[src/rtl/control_unit.sv]
// Multi-cycle accumulator CPU controller: START/FETCH/DECODE then one execute state per opcode.
// Optional INPUT_HANDSHAKE_EN makes INPUT wait for the Enter strobe before loading A.
module control_unit (
  input  logic       Clock,
  input  logic       Reset,
  input  logic [2:0] IR,
  input  logic       Aeq0,
  input  logic       Apos,
  input  logic       Enter,
  output logic       IRload,
  output logic       PCload,
  output logic       JMPmux,
  output logic       Meminst,
  output logic       MemWr,
  output logic       Aload,
  output logic       Sub,
  output logic [1:0] Asel,
  output logic       Halt
);

  typedef enum logic [3:0] {
    S_START, S_FETCH, S_DECODE, S_LOAD, S_STORE, S_ADD,
    S_SUB, S_INPUT, S_JZ, S_JPOS, S_HALT
  } state_t;

  state_t state, next_state;

  always_ff @(posedge Clock) begin
    if (Reset) state <= S_START;
    else       state <= next_state;
  end

  always_comb begin
    next_state = state;
    case (state)
      S_START:  next_state = S_FETCH;
      S_FETCH:  next_state = S_DECODE;
      S_DECODE: begin
        case (IR)
          3'b000:  next_state = S_LOAD;
          3'b001:  next_state = S_STORE;
          3'b010:  next_state = S_ADD;
          3'b011:  next_state = S_SUB;
          3'b100:  next_state = S_INPUT;
          3'b101:  next_state = S_JZ;
          3'b110:  next_state = S_JPOS;
          default: next_state = S_HALT;
        endcase
      end
`ifdef INPUT_HANDSHAKE_EN
      S_INPUT:  next_state = Enter ? S_START : S_INPUT;
`else
      S_INPUT:  next_state = S_START;
`endif
      S_HALT:   next_state = S_HALT;
      default:  next_state = S_START;
    endcase
  end

  // Reset gates every output so no write or PC load can leak mid-instruction.
  always_comb begin
    IRload  = 1'b0;
    PCload  = 1'b0;
    JMPmux  = 1'b0;
    Meminst = 1'b0;
    MemWr   = 1'b0;
    Aload   = 1'b0;
    Sub     = 1'b0;
    Asel    = 2'b00;
    Halt    = 1'b0;
    if (!Reset) begin
      case (state)
        S_FETCH: begin
          IRload = 1'b1;
          PCload = 1'b1;
        end
        S_DECODE: Meminst = 1'b1;
        S_LOAD: begin
          Meminst = 1'b1;
          Asel    = 2'b10;
          Aload   = 1'b1;
        end
        S_STORE: begin
          Meminst = 1'b1;
          MemWr   = 1'b1;
        end
        S_ADD: begin
          Meminst = 1'b1;
          Aload   = 1'b1;
        end
        S_SUB: begin
          Meminst = 1'b1;
          Aload   = 1'b1;
          Sub     = 1'b1;
        end
        S_INPUT: begin
          Asel = 2'b01;
`ifdef INPUT_HANDSHAKE_EN
          Aload = Enter;
`else
          Aload = 1'b1;
`endif
        end
        S_JZ: begin
          JMPmux = 1'b1;
          PCload = Aeq0;
        end
        S_JPOS: begin
          JMPmux = 1'b1;
          PCload = Apos;
        end
        S_HALT:  Halt = 1'b1;
        default: ;
      endcase
    end
  end

endmodule

[config.mk]
export PLATFORM = sky130hd
export DESIGN_NAME = control_unit
export DESIGN_NICKNAME = d
export VERILOG_FILES = /design/src/rtl/control_unit.sv
export SDC_FILE = /design/constraint.sdc
export NUM_CORES = 1
export LEC_CHECK = 0
export ABC_CLOCK_PERIOD_IN_PS = 1250
export BUFFER_PORTS_ARGS = -buffer_cell sky130_fd_sc_hd__buf_2
export CORE_AREA = 4 4 41 43
export DETAILED_ROUTE_END_ITERATION = 7
export DIE_AREA = 0 0 45 47
export SYNTH_ARGS = -nofsm -noshare
export SYNTH_HDL_FRONTEND = slang
export SYNTH_SLANG_ARGS = --single-unit
[constraint.sdc]
create_clock -name Clock -period 1.25 [get_ports Clock]
set_input_delay 0.1875 -clock Clock [delete_from_list [all_inputs] [get_ports Clock]]
set_output_delay 0.1875 -clock Clock [all_outputs]
set_load 0.01 [all_outputs]
# Word-level counts from Yosys, hierarchy flattened
# Index checks and enable logic that the tools add are counted.
[op_classes] n_lt_le_gt_ge=0 n_mux=20 n_reduce_logical=5 div=0 add_sub_neg=0 bitwise=0 mul=0 n_shift=0 eq_ne=16
[ops] operator="case mux 4 bit (7 select lines)" count=1
[ops] operator="== test 4 x 3 -> 1 bit, second input constant" count=4
[ops] operator="case mux 4 bit (4 select lines)" count=1
[ops] operator="two-way mux 1 bit" count=15
[ops] operator="== test 4 bit, second input constant" count=3
[ops] operator="== test 3 bit, second input constant" count=3
[ops] operator="== test 4 x 2 -> 1 bit, second input constant" count=2
[ops] operator="== test 3 x 2 -> 1 bit, second input constant" count=2
[ops] operator="OR reduction 5 bit" count=1
[ops] operator="== test 4 x 1 -> 1 bit, second input constant" count=1
[ops] operator="zero test 4 bit" count=1
[ops] operator="case mux 2 bit (2 select lines)" count=1
[ops] operator="OR reduction 4 bit" count=1
[ops] operator="== test 3 x 1 -> 1 bit, second input constant" count=1
[ops] operator="zero test 3 bit" count=1
[ops] operator="case mux 1 bit (3 select lines)" count=1
[ops] operator="two-way mux 2 bit" count=1
[ops] operator="OR reduction 2 bit" count=1
[word_totals] ff_bits=4 elab_cells=42 ram_bits=0 latchBits=0 mem_count=0 romBits=0

# Depth between registers and ports, before layout
# Gate-level depths: netlist (run 1).
[depth] ltp_word=4 depth_mapped=4

# Worst setup path before layout (run 1)
# No wires, ideal clock.
[synth_path] path_kind="register to output" from="register state[0]" to="output port PCload" path_stages_with_launch=4 n_path_buf=1 setup_slack_ns=-0.110 arrival_time_ns=1.173 path_cell_list="dfxtp_1 -> buf_4 -> nand3b_1 -> a2111oi_1"
[synth_between] elab_chain_cells=3
[synth_lines] element="from (decl)" line_no="26" rtl="state_t state, next_state;"
[synth_lines] element="from (signal assigned)" line_no="30" rtl="else state <= next_state;"
[synth_lines] element="== test 4 bit or == test 4 x 1 -> 1 bit (tied branches)" line_no="72" rtl="case (state)"
[synth_lines] element="case mux 1 bit (3 select lines) (*)" line_no="72"
[synth_lines] element="two-way mux 1 bit (*)" line_no="71" rtl="if (!Reset) begin"
[synth_lines] element="to (decl)" line_no="11" rtl="output logic PCload,"
# Every way passes the cells marked *; elsewhere a longest branch is shown, timed or not.

# Worst setup path after layout (run 1)
# Ends and elaborated chain as after synthesis.

==> run_results.csv, run 1 <==
group,metric,value,unit
clock_tree,clk_pin_slew,0.04,ns
drt,route.antenna.remaining_nets,0,
yosys,synth.cells.most_frequent,"sky130_fd_sc_hd__dfxtp_1 (4), sky130_fd_sc_hd__o21ai_0 (4), sky130_fd_sc_hd__buf_2 (3), sky130_fd_sc_hd__nor3_1 (3), sky130_fd_sc_hd__nor4_1 (3)",
yosys,synth_edf_count,0,
worst_setup_path,worst_setup_path_start_kind,"flip-flop",
drt,drt_first_iter_violations,5,
yosys,postSynthAreaPerCell,8.07,um^2
clock_tree,cts-root-buf,"sky130_fd_sc_hd__clkbuf_4",
timing,setup_ws_post_layout,-0.219,ns
drt,vias,415,
timing,final_hold_violating_endpoints,0,
yosys,yosys_most_used_dff,"sky130_fd_sc_hd__dfxtp_1",
placed_design,place.detailed.hpwl,697,um
worst_setup_path,critical_path.cell_chain,"nand3b_1 > a2111oi_2 > buf_2",
die,chipWidth,45,um
timing,fin_crit_sh,118,%
global_routing,met1_usage,12.1,%
global_routing,grt_use_met3,5.75,%
yosys,synth_seq_area_share,23.6,%
job,maxCapViolCount,0,
clock_tree,htree_num_levels,1,
timing,tns,-1.25,ns
clock_tree,cts_tree,"done",
worst_setup_path,worst_ep_arrival_time,1.28,ns
finish,antenna_cells_inserted,0,
finish,drive_gt1_share,71.8,%
yosys,ys_top_cells_by_area,"sky130_fd_sc_hd__dfxtp_1 (24%), sky130_fd_sc_hd__o21ai_0 (5.9%), sky130_fd_sc_hd__nor4_1 (5.5%)",
yosys,yosys.area.top_type,"sky130_fd_sc_hd__dfxtp_1",
finish,reg_with_most_ffs,"state",
yosys,synth_largest_type_area_fraction,23.6,%
timing,timing.slew.headroom,82.5,%
drt,drt_drc_violations_left,0,
placed_design,pre_cts_slack,-0.0588,ns
worst_setup_path,cpLargestDelayFamily,"compound AO/OA/AOI/OAI gates",
worst_setup_path,end_kind,"output pin",
clock_tree,cts_buffers,3,
timing,clock-skew-final,0.000746,ns
global_routing,globalRouteTotalUtil,10.5,%
placed_design,gp_congestion,0.752,
yosys,synth.ff_latch_count,4,
drt,wire_length_reported_by_the_detailed_router,1040,um
timing,fin_crit,1.47,ns
yosys,synthesis.nets,50,
global_routing,via_count_of_the_first_global_routing_pass,383,
outcome,failed_checks,"setup timing",
finish,final_core_util,50.3,%
die,floorplan.io_pins,18,
worst_setup_path,crit_required,1.06,ns
yosys,mappedNetlistArea,339,um^2
power,max-vdd-ir-drop,0.000520,V
yosys,postSynth.asyncResetShare,0,%
yosys,number_of_distinct_library_cells_after_synthesis,26,
finish,post-route-cell-area,654,um^2
finish,max_ffs_per_register,4,
drt,wire_per_inst,12.1,um
placed_design,io_buffers,16,
placed_design,place_area,454,um^2
die,core_area,1300,um^2
yosys,syn_inst,42,
die,row_count,13,
yosys,yosys_warnings,0,
global_routing,grt_max_degree,11,
power,power_per_cell_area,796,nW/um^2
die,design.die.area,2120,um^2
timing,maximum_clock_frequency,0.681,GHz
worst_setup_path,critical-path-max-stage-delay,0.35,ns
timing,maxSlewViolCount,0,
drt,routed_via_density,4.83,
worst_setup_path,critical_path_class,"reg2out",
timing,grt_setup_unrepaired,"yes",
worst_setup_path,critical_path.n_buffers_inverters,1,
global_routing,grt_util_met2,17.5,%
outcome,status,"finished, violations left",
global_routing,grt_overflow_total,0,
power,total_leakage_power,0.275,nW
timing,finalSetupViolCount,12,
clock_tree,numClockSinks,4,
global_routing,grt_pass1_wl,1600,um
hold_path,class_of_the_tightest_hold_or_removal_check,"in2reg",
finish,area.growth.synth_to_final,93.0,%
die,start_util,26.1,%
drt,firstDrtPassIters,2,
timing,worst-slew-pin-transition,0.262,ns
clock_tree,clk-insertion-delay-late,0.23,ns
finish,reg.largest.list,"state x4",
global_routing,grt_antenna_before_repair,0,
global_routing,grt_most_used_layer,"met2",
finish,nNetsFinal,81,
worst_setup_path,critical_path.slowest_cell,"sky130_fd_sc_hd__a2111oi_2",
worst_setup_path,path_max_fanout,4,
clock_tree,clockBufferDepth,2,
die,floorplan_die_height,47,um
power by group:
part / internal [mW] / switching (mW) / total, mW
sequential: 0.136 / 0.0144 / 0.151
clock: 0.107 / 0.0504 / 0.158
combinational: 0.124 / 0.0891 / 0.213
total: 0.367 / 0.154 / 0.521
layer usage:
layer	part of all wire [%]	vias up
met3	6.0	0
met5	0	-
met1	42	187
met2	52	12
li1	-	216
met4	0	0
worst paths after layout:
check             startpoint  endpoint  slack (ns)  cells after the start
setup / recovery    state[0]    PCload       -0.22                      3
hold / removal         IR[0]  state[0]        0.16                      2
setup reg to reg    state[0]  state[0]       -0.03                      5
hold reg to reg     state[3]  state[2]        0.55                      3
worst register-to-register path, delay by kind of cell, from the launching register on:
family	cells	cell delay, ns
AO/OA/AOI/OAI	1	0.10
buffers and inverters	3	0.36
flip-flops	1	0.34
AND/OR/NAND/NOR	1	0.41
through the flow:
stage / hold slack [ns] / instances / total power [mW]
finish: 0.165 / 86 / 0.521
global route: 0.161 / 86 / 0.556
CTS: 0.155 / 81 / 0.476
detailed placement: 0.414 / 74 / 0.277
global placement: 0.414 / 74 / 0.273
floorplan: 0.263 / 42 / 0.234
cells in the final DEF (no fill, tap or decap), types with 2 or more instances in the layout:
cell type and count:
sky130_fd_sc_hd__buf_4 4, sky130_fd_sc_hd__o21ai_1 2, sky130_fd_sc_hd__dfxtp_4 4, sky130_fd_sc_hd__nor4_1 2, sky130_fd_sc_hd__buf_6 11, sky130_fd_sc_hd__buf_2 16
sky130_fd_sc_hd__nand3b_1 2, sky130_fd_sc_hd__clkbuf_4 3, sky130_fd_sc_hd__o21a_1 2, sky130_fd_sc_hd__nor3_2 2
area by class of cell:
cell class / count / area [um^2]
inverter: 1 / 3.75
timing repair buffer: 31 / 234
fill: 125 / 647
multi-input combinational: 32 / 280
sequential: 4 / 95.1
tap: 15 / 18.8
clock buffer: 3 / 22.5
repair_timing:
action                     4_1_cts  5_1_grt
hold buffers                     0        0
resized for setup               18       17
pin swaps                        7        8
setup endpoints to repair       10       11
setup buffers                    4        7
kinds of logic after synthesis:
group	share of synthesized area (%)
compound gates	22.1
simple gates	40.6
xor+xnor	2.58
buf+inv	11.1
flops	23.6
Note: power is estimated with default switching activity, not from simulation.
==> run 2, diff against run 1 <==
ABC_AREA = 1   (was default)
==> run 2 against run 1 <==
  * The run still ends with setup timing left
  * Combinational power fell by 27%
  * Fmax rose by 12%
  * Register-to-register slack improved by 0.20 ns
  * First-iteration DRC count down 60%
  * Synthesized cell count up 40%
  * Power decreased by 12%
  * Synthesized area down 6.3%
  * Die area stayed put
  * Sequential share of layout area up 2.0 points
  * Critical path type unchanged
  * Largest cell class unchanged
==> run_results.csv, run 2 <==
group,metric,value,unit
timing,worst-slew-pin-transition,0.177,ns
yosys,number_of_distinct_library_cells_after_synthesis,11,
clock_tree,hold_buffers,0,
drt,wire_length_reported_by_the_detailed_router,886,um
yosys,postSynthAreaPerCell,5.39,um^2
hold_path,timing.hold.worst_endpoint,"state[0]",
yosys,synthesis.nets,67,
die,row_count,13,
placed_design,io_buffers,16,
outcome,status,"finished, violations left",
timing,clock-skew-final,0.00129,ns
worst_setup_path,reg2reg_from,"state[2]",
clock_tree,cts_tree,"done",
finish,max_ffs_per_register,4,
timing,fin_crit_sh,105,%
finish,antenna_cells_inserted,0,
die,design.die.area,2120,um^2
clock_tree,cts-root-buf,"sky130_fd_sc_hd__clkbuf_4",
power,internal_power,0.314,mW
worst_setup_path,flop2flop_setup_slack,0.17,ns
outcome,failed_checks,"setup timing",
yosys,synth_edf_count,0,
power,total_leakage_power,0.290,nW
global_routing,grt_antenna_before_repair,0,
worst_setup_path,worst_setup_path_start_kind,"flip-flop",
timing,fin_crit,1.31,ns
yosys,mappedNetlistArea,318,um^2
drt,wire_per_inst,8.86,um
die,chipWidth,45,um
die,floorplan.io_pins,18,
drt,drt_drc_violations_left,0,
finish,final_cell_count_no_fill,100,
clock_tree,clk-insertion-delay-late,0.23,ns
timing,hold_slack,0.160,ns
finish,area.growth.synth_to_final,76.0,%
drt,top_layer,"met4",
drt,dr_wl_met2,395,um
die,start_util,24.4,%
power,combPwrFrac,33.8,%
yosys,synth.most_common_cell,"sky130_fd_sc_hd__nand2_1",
timing,timing.slew.headroom,88.2,%
power,switchingPower,0.144,mW
global_routing,globalRouteTotalUtil,8.91,%
hold_path,hold_start,"IR[0]",
global_routing,grt_overflow_total,0,
power,sequentialPowerShare,32.9,%
drt,route.antenna.remaining_nets,0,
worst_setup_path,end_kind,"output pin",
yosys,synth.ff_latch_count,4,
power,share_clk_of_total_power,33.3,%
yosys,yosys_warnings,0,
power,max-vdd-ir-drop,0.000352,V
drt,routed_via_density,4.35,
worst_setup_path,critical_path.slowest_cell,"sky130_fd_sc_hd__dfxtp_4",
hold_path,class_of_the_tightest_hold_or_removal_check,"in2reg",
yosys,synth_seq_area_share,25.2,%
global_routing,grt_pass1_wl,1360,um
drt,firstDrtPassIters,2,
yosys,ys_top_cells_by_area,"sky130_fd_sc_hd__dfxtp_1 (25%), sky130_fd_sc_hd__nand2_1 (21%), sky130_fd_sc_hd__nor2_1 (18%)",
worst_setup_path,critical_path.cell_chain,"buf_6 > nor2_4 > nand2_1 > a21oi_2 > buf_2",
worst_setup_path,regToRegEndpoint,"state[1]",
die,core_area,1300,um^2
drt,detailroute.wirelength.met3,80,um
timing,maximum_clock_frequency,0.764,GHz
global_routing,grt_max_degree,9,
finish,final_core_util,43.0,%
finish,reg.largest.list,"state x4",
finish,drive_gt1_share,56.5,%
timing,final_hold_violating_endpoints,0,
drt,drt_first_iter_violations,2,
clock_tree,clockBufferDepth,2,
yosys,yosys.area.top_type,"sky130_fd_sc_hd__dfxtp_1",
drt,m1WireLength,406,um
yosys,yosys_most_used_dff,"sky130_fd_sc_hd__dfxtp_1",
worst_setup_path,worst_ep_arrival_time,1.12,ns
clock_tree,htree_num_levels,1,
power,sw_frac_of_total,31.5,%
timing,maxSlewViolCount,0,
worst_setup_path,critical-path-max-stage-delay,0.35,ns
die,floorplan_die_height,47,um
timing,finalSetupViolCount,7,
global_routing,via_count_of_the_first_global_routing_pass,375,
placed_design,gp_congestion,0.757,
hold_path,worst_hold_path.num_cells,2,
finish,reg_with_most_ffs,"state",
timing,tns,-0.305,ns
power,power_per_cell_area,819,nW/um^2
clock_tree,numClockSinks,4,
worst_setup_path,crit_required,1.06,ns
worst_setup_path,critical_path_class,"reg2out",
worst_setup_path,reg2regPathDepth,7,
yosys,synth.cells.most_frequent,"sky130_fd_sc_hd__nand2_1 (18), sky130_fd_sc_hd__nor2_1 (15), sky130_fd_sc_hd__inv_1 (8)",
yosys,synth_largest_type_area_fraction,25.2,%
finish,most-common-layout-cells,"sky130_fd_sc_hd__buf_2 (16), sky130_fd_sc_hd__nand2_1 (15), sky130_fd_sc_hd__nor2_1 (10), sky130_fd_sc_hd__buf_4 (7)",
worst_setup_path,path_max_fanout,3,
placed_design,place.detailed.hpwl,679,um
clock_tree,cts_buffers,3,
timing,setup_ws_post_layout,-0.0597,ns
job,maxCapViolCount,0,
placed_design,numPlacedInstances,91,
clock_tree,clk_pin_slew,0.03,ns
yosys,syn_inst,59,
timing,grt_setup_unrepaired,"yes",
finish,leading_cell_type_in_the_layout_fill_and_taps_excluded,"sky130_fd_sc_hd__buf_2",
drt,vias,435,
finish,nNetsFinal,95,
yosys,postSynth.asyncResetShare,0,%
[run 2: cell count changes after synthesis, sizes merged, moves of 2 or more]
| cell | change |
|---|---|
| a21oi | +2 |
| buf | -4 |
| inv | +8 |
| nand2 | +16 |
| nand2b | -2 |
| nand3 | +5 |
| nand3b | -2 |
| nor2 | +15 |
| nor3 | -2 |
| nor4 | -3 |
| nor4b | -2 |
| o21a | -2 |
| o21ai | -4 |
[run 2: power groups by stage]
stage | sequential (mW) | clock [mW] | combinational, mW
2_1_floorplan | 0.151 | 0 | 0.0737
3_3_place_gp | 0.150 | 0 | 0.117
3_5_place_dp | 0.150 | 0 | 0.118
4_1_cts | 0.149 | 0.162 | 0.135
5_1_grt | 0.152 | 0.169 | 0.173
6_report | 0.151 | 0.152 | 0.155
[run 2: through the flow]
stage | worst slack (ns) | power [mW] | instance area [um^2]
after global routing | -0.143 | 0.494 | 559
after floorplan | 0.0967 | 0.225 | 318
after global placement | 0.0840 | 0.266 | 427
after CTS | -0.105 | 0.445 | 510
after detailed placement | 0.0415 | 0.268 | 427
final | -0.0597 | 0.458 | 559
[run 2: area by class of cell]
| type | count | area [um^2] |
|---|---|---|
| clock buffers | 3 | 22.5 |
| fillers | 157 | 742 |
| inverters | 9 | 33.8 |
| multi-input cells | 45 | 248 |
| flip-flops and latches | 4 | 92.6 |
| well taps | 15 | 18.8 |
| repair buffers | 24 | 144 |
[run 2: worst max-delay path, delay by kind of cell (launching register included)]
kind | cells | cell delay [ns]
AO/OA/AOI/OAI | 1 | 0.12
flip-flops | 1 | 0.35
buffers and inverters | 2 | 0.25
AND/OR/NAND/NOR | 2 | 0.17
[run 2: timing repair]
| action | CTS | global route |
|---|---|---|
| gates resized for setup | 15 | 10 |
| endpoints found under the setup margin | 10 | 10 |
| pin swaps | 9 | 7 |
| setup buffers | 4 | 2 |
[run 2: routing by layer]
layer	vias to the layer above	track usage [%]
li1	233	-
met1	186	10.2
met5	-	0
met2	14	13.8
met3	2	1.53
met4	0	8.77
[run 2: cell families (layout without fill, tap and decap cells)]
| group | Yosys count | after routing | share of synthesized area (%) |
|---|---|---|---|
| compound gates | 4 | 4 | 7.09 |
| buf+inv | 10 | 36 | 12.2 |
| flops | 4 | 4 | 25.2 |
| simple gates | 41 | 41 | 55.5 |
[run 2: how the worst max path moves through the flow]
stage              end     start  depth (start not counted)
4_1_cts         PCload  state[3]                          7
3_3_place_gp    PCload  state[3]                          7
2_1_floorplan   PCload  state[3]                          6
5_1_grt        Meminst  state[3]                          5
6_report       Meminst  state[3]                          5
3_5_place_dp    PCload  state[3]                          7
==> run 3, diff against run 2 <==
PLACE_DENSITY = 0.53   (was default)
==> run 3 against run 2 <==
  * The flow still finishes with violations (setup timing)
  * Core utilization rose by 0.58 points
  * Non-clock buffer count rose by 2
  * Largest power group unchanged
  * First-iteration DRC count rose to 3.0 times the previous value
  * Sequential cell count did not move
  * Clock power barely moved
  * Clock-buffer cell count did not move
==> run_results.csv, run 3 (synthesis gave the netlist of run 2 again) <==
group,metric,value,unit
die,design.die.area,2120,um^2
worst_setup_path,worst_ep_arrival_time,1.15,ns
clock_tree,cts_tree,"done",
finish,max_ffs_per_register,4,
die,core_area,1300,um^2
finish,layout.filler_cells,160,
finish,final_cell_count_no_fill,102,
timing,fin_crit_sh,107,%
clock_tree,cts-root-buf,"sky130_fd_sc_hd__clkbuf_4",
timing,grt_setup_unrepaired,"yes",
finish,reg_with_most_ffs,"state",
global_routing,grt_antenna_before_repair,0,
worst_setup_path,critical_path.n_buffers_inverters,1,
worst_setup_path,critical_path_class,"reg2out",
worst_setup_path,path_max_fanout,6,
timing,finalSetupViolCount,7,
clock_tree,numClockSinks,4,
placed_design,gp_congestion,0.769,
finish,nNetsFinal,97,
worst_setup_path,cpLargestDelayFamily,"flip-flops",
worst_setup_path,critical_path.cell_chain,"nor2_4 > nand3_2 > a21oi_2 > buf_2",
drt,firstDrtPassIters,4,
drt,wire_length_reported_by_the_detailed_router,926,um
drt,drt_drc_violations_left,0,
timing,fin_crit,1.34,ns
placed_design,io_buffers,16,
clock_tree,cts_buffers,3,
timing,maxSlewViolCount,0,
die,floorplan.io_pins,18,
finish,drive_gt1_share,55.2,%
clock_tree,clk-insertion-delay-late,0.23,ns
timing,tns,-0.319,ns
clock_tree,clockBufferDepth,2,
finish,most-common-layout-cells,"sky130_fd_sc_hd__nand2_1 (16), sky130_fd_sc_hd__buf_2 (16), sky130_fd_sc_hd__nor2_1 (11), sky130_fd_sc_hd__buf_4 (9), sky130_fd_sc_hd__inv_1 (5)",
outcome,failed_checks,"setup timing",
die,chipWidth,45,um
global_routing,globalRouteTotalUtil,8.45,%
global_routing,via_count_of_the_first_global_routing_pass,337,
timing,setup_ws_post_layout,-0.0879,ns
placed_design,numPlacedInstances,92,
worst_setup_path,flop2flop_setup_slack,0.13,ns
outcome,status,"finished, violations left",
power,power.total,0.460,mW
timing,maximum_clock_frequency,0.747,GHz
placed_design,place.detailed.hpwl,678,um
die,start_util,24.4,%
worst_setup_path,crit_required,1.06,ns
drt,wire_per_inst,9.08,um
drt,vias,438,
die,floorplan_die_height,47,um
worst_setup_path,end_kind,"output pin",
worst_setup_path,worst_setup_path_start_kind,"flip-flop",
drt,drt_first_iter_violations,6,
timing,clock-skew-final,0.000428,ns
job,maxCapViolCount,0,
global_routing,grt_overflow_total,0,
power,total_leakage_power,0.302,nW
clock_tree,clk_pin_slew,0.03,ns
worst_setup_path,critical-path-max-stage-delay,0.35,ns
finish,reg.largest.list,"state x4",
timing,timing.slew.headroom,87.7,%
drt,route.antenna.remaining_nets,0,
placed_design,pre_cts_slack,0.0578,ns
global_routing,grt_max_degree,8,
clock_tree,htree_num_levels,1,
power,max-vdd-ir-drop,0.000365,V
hold_path,class_of_the_tightest_hold_or_removal_check,"in2reg",
timing,final_hold_violating_endpoints,0,
die,row_count,13,
finish,area.growth.synth_to_final,78.3,%
global_routing,grt_pass1_wl,1290,um
worst_setup_path,critical_path.slowest_cell,"sky130_fd_sc_hd__dfxtp_4",
power,power_per_cell_area,812,nW/um^2
timing,worst-slew-pin-transition,0.184,ns
finish,antenna_cells_inserted,0,
drt,routed_via_density,4.29,
## run 3: path summary, 6_finish.rpt
kind,startpoint,endpoint,cells past startpoint
worst min-delay path,IR[0],state[0],2
worst max register to register,state[1],state[1],8
worst min register to register,state[1],state[0],1
worst max-delay path,state[3],Aload,4
## run 3: routing by layer
layer  track usage, %  wire (um)  up-vias
li1                 -          -      239
met1             11.4        420      186
met2             11.0        415       13
met3             3.45         90        0
met4             5.26          0        0
met5                0          0        -
## run 3: layout make-up
cell class	instances	area (um^2)	share of cell area, %
Sequential cell	4	88.8	15.7
Inverter	9	36.3	6.40
Multi-Input combinational cell	45	241	42.6
Tap cell	15	18.8	3.31
Timing Repair Buffer	26	159	28.0
Clock buffer	3	22.5	3.97
## run 3: stage by stage
step / util [%] / cell area (um^2) / hold slack (ns)
2_1_floorplan: - / 318 / 0.279
3_3_place_gp: 33.4 / 434 / 0.399
3_5_place_dp: 33.4 / 434 / 0.401
4_1_cts: 39.1 / 509 / 0.155
5_1_grt: 43.6 / 567 / 0.158
6_report: 43.6 / 567 / 0.166
## run 3: timing repair
| item | 4_1_cts | 5_1_grt |
|---|---|---|
| resized for setup | 13 | 9 |
| pin swaps | 5 | 4 |
| buffers inserted | 3 | 4 |
| endpoints found under the setup margin | 10 | 10 |
| cloned | 0 | 0 |
| hold buffers | 0 | 0 |
## run 3: power breakdown
group          internal (mW)  switching [mW]
sequential             0.137          0.0141
combinational         0.0720          0.0846
clock                  0.107          0.0455
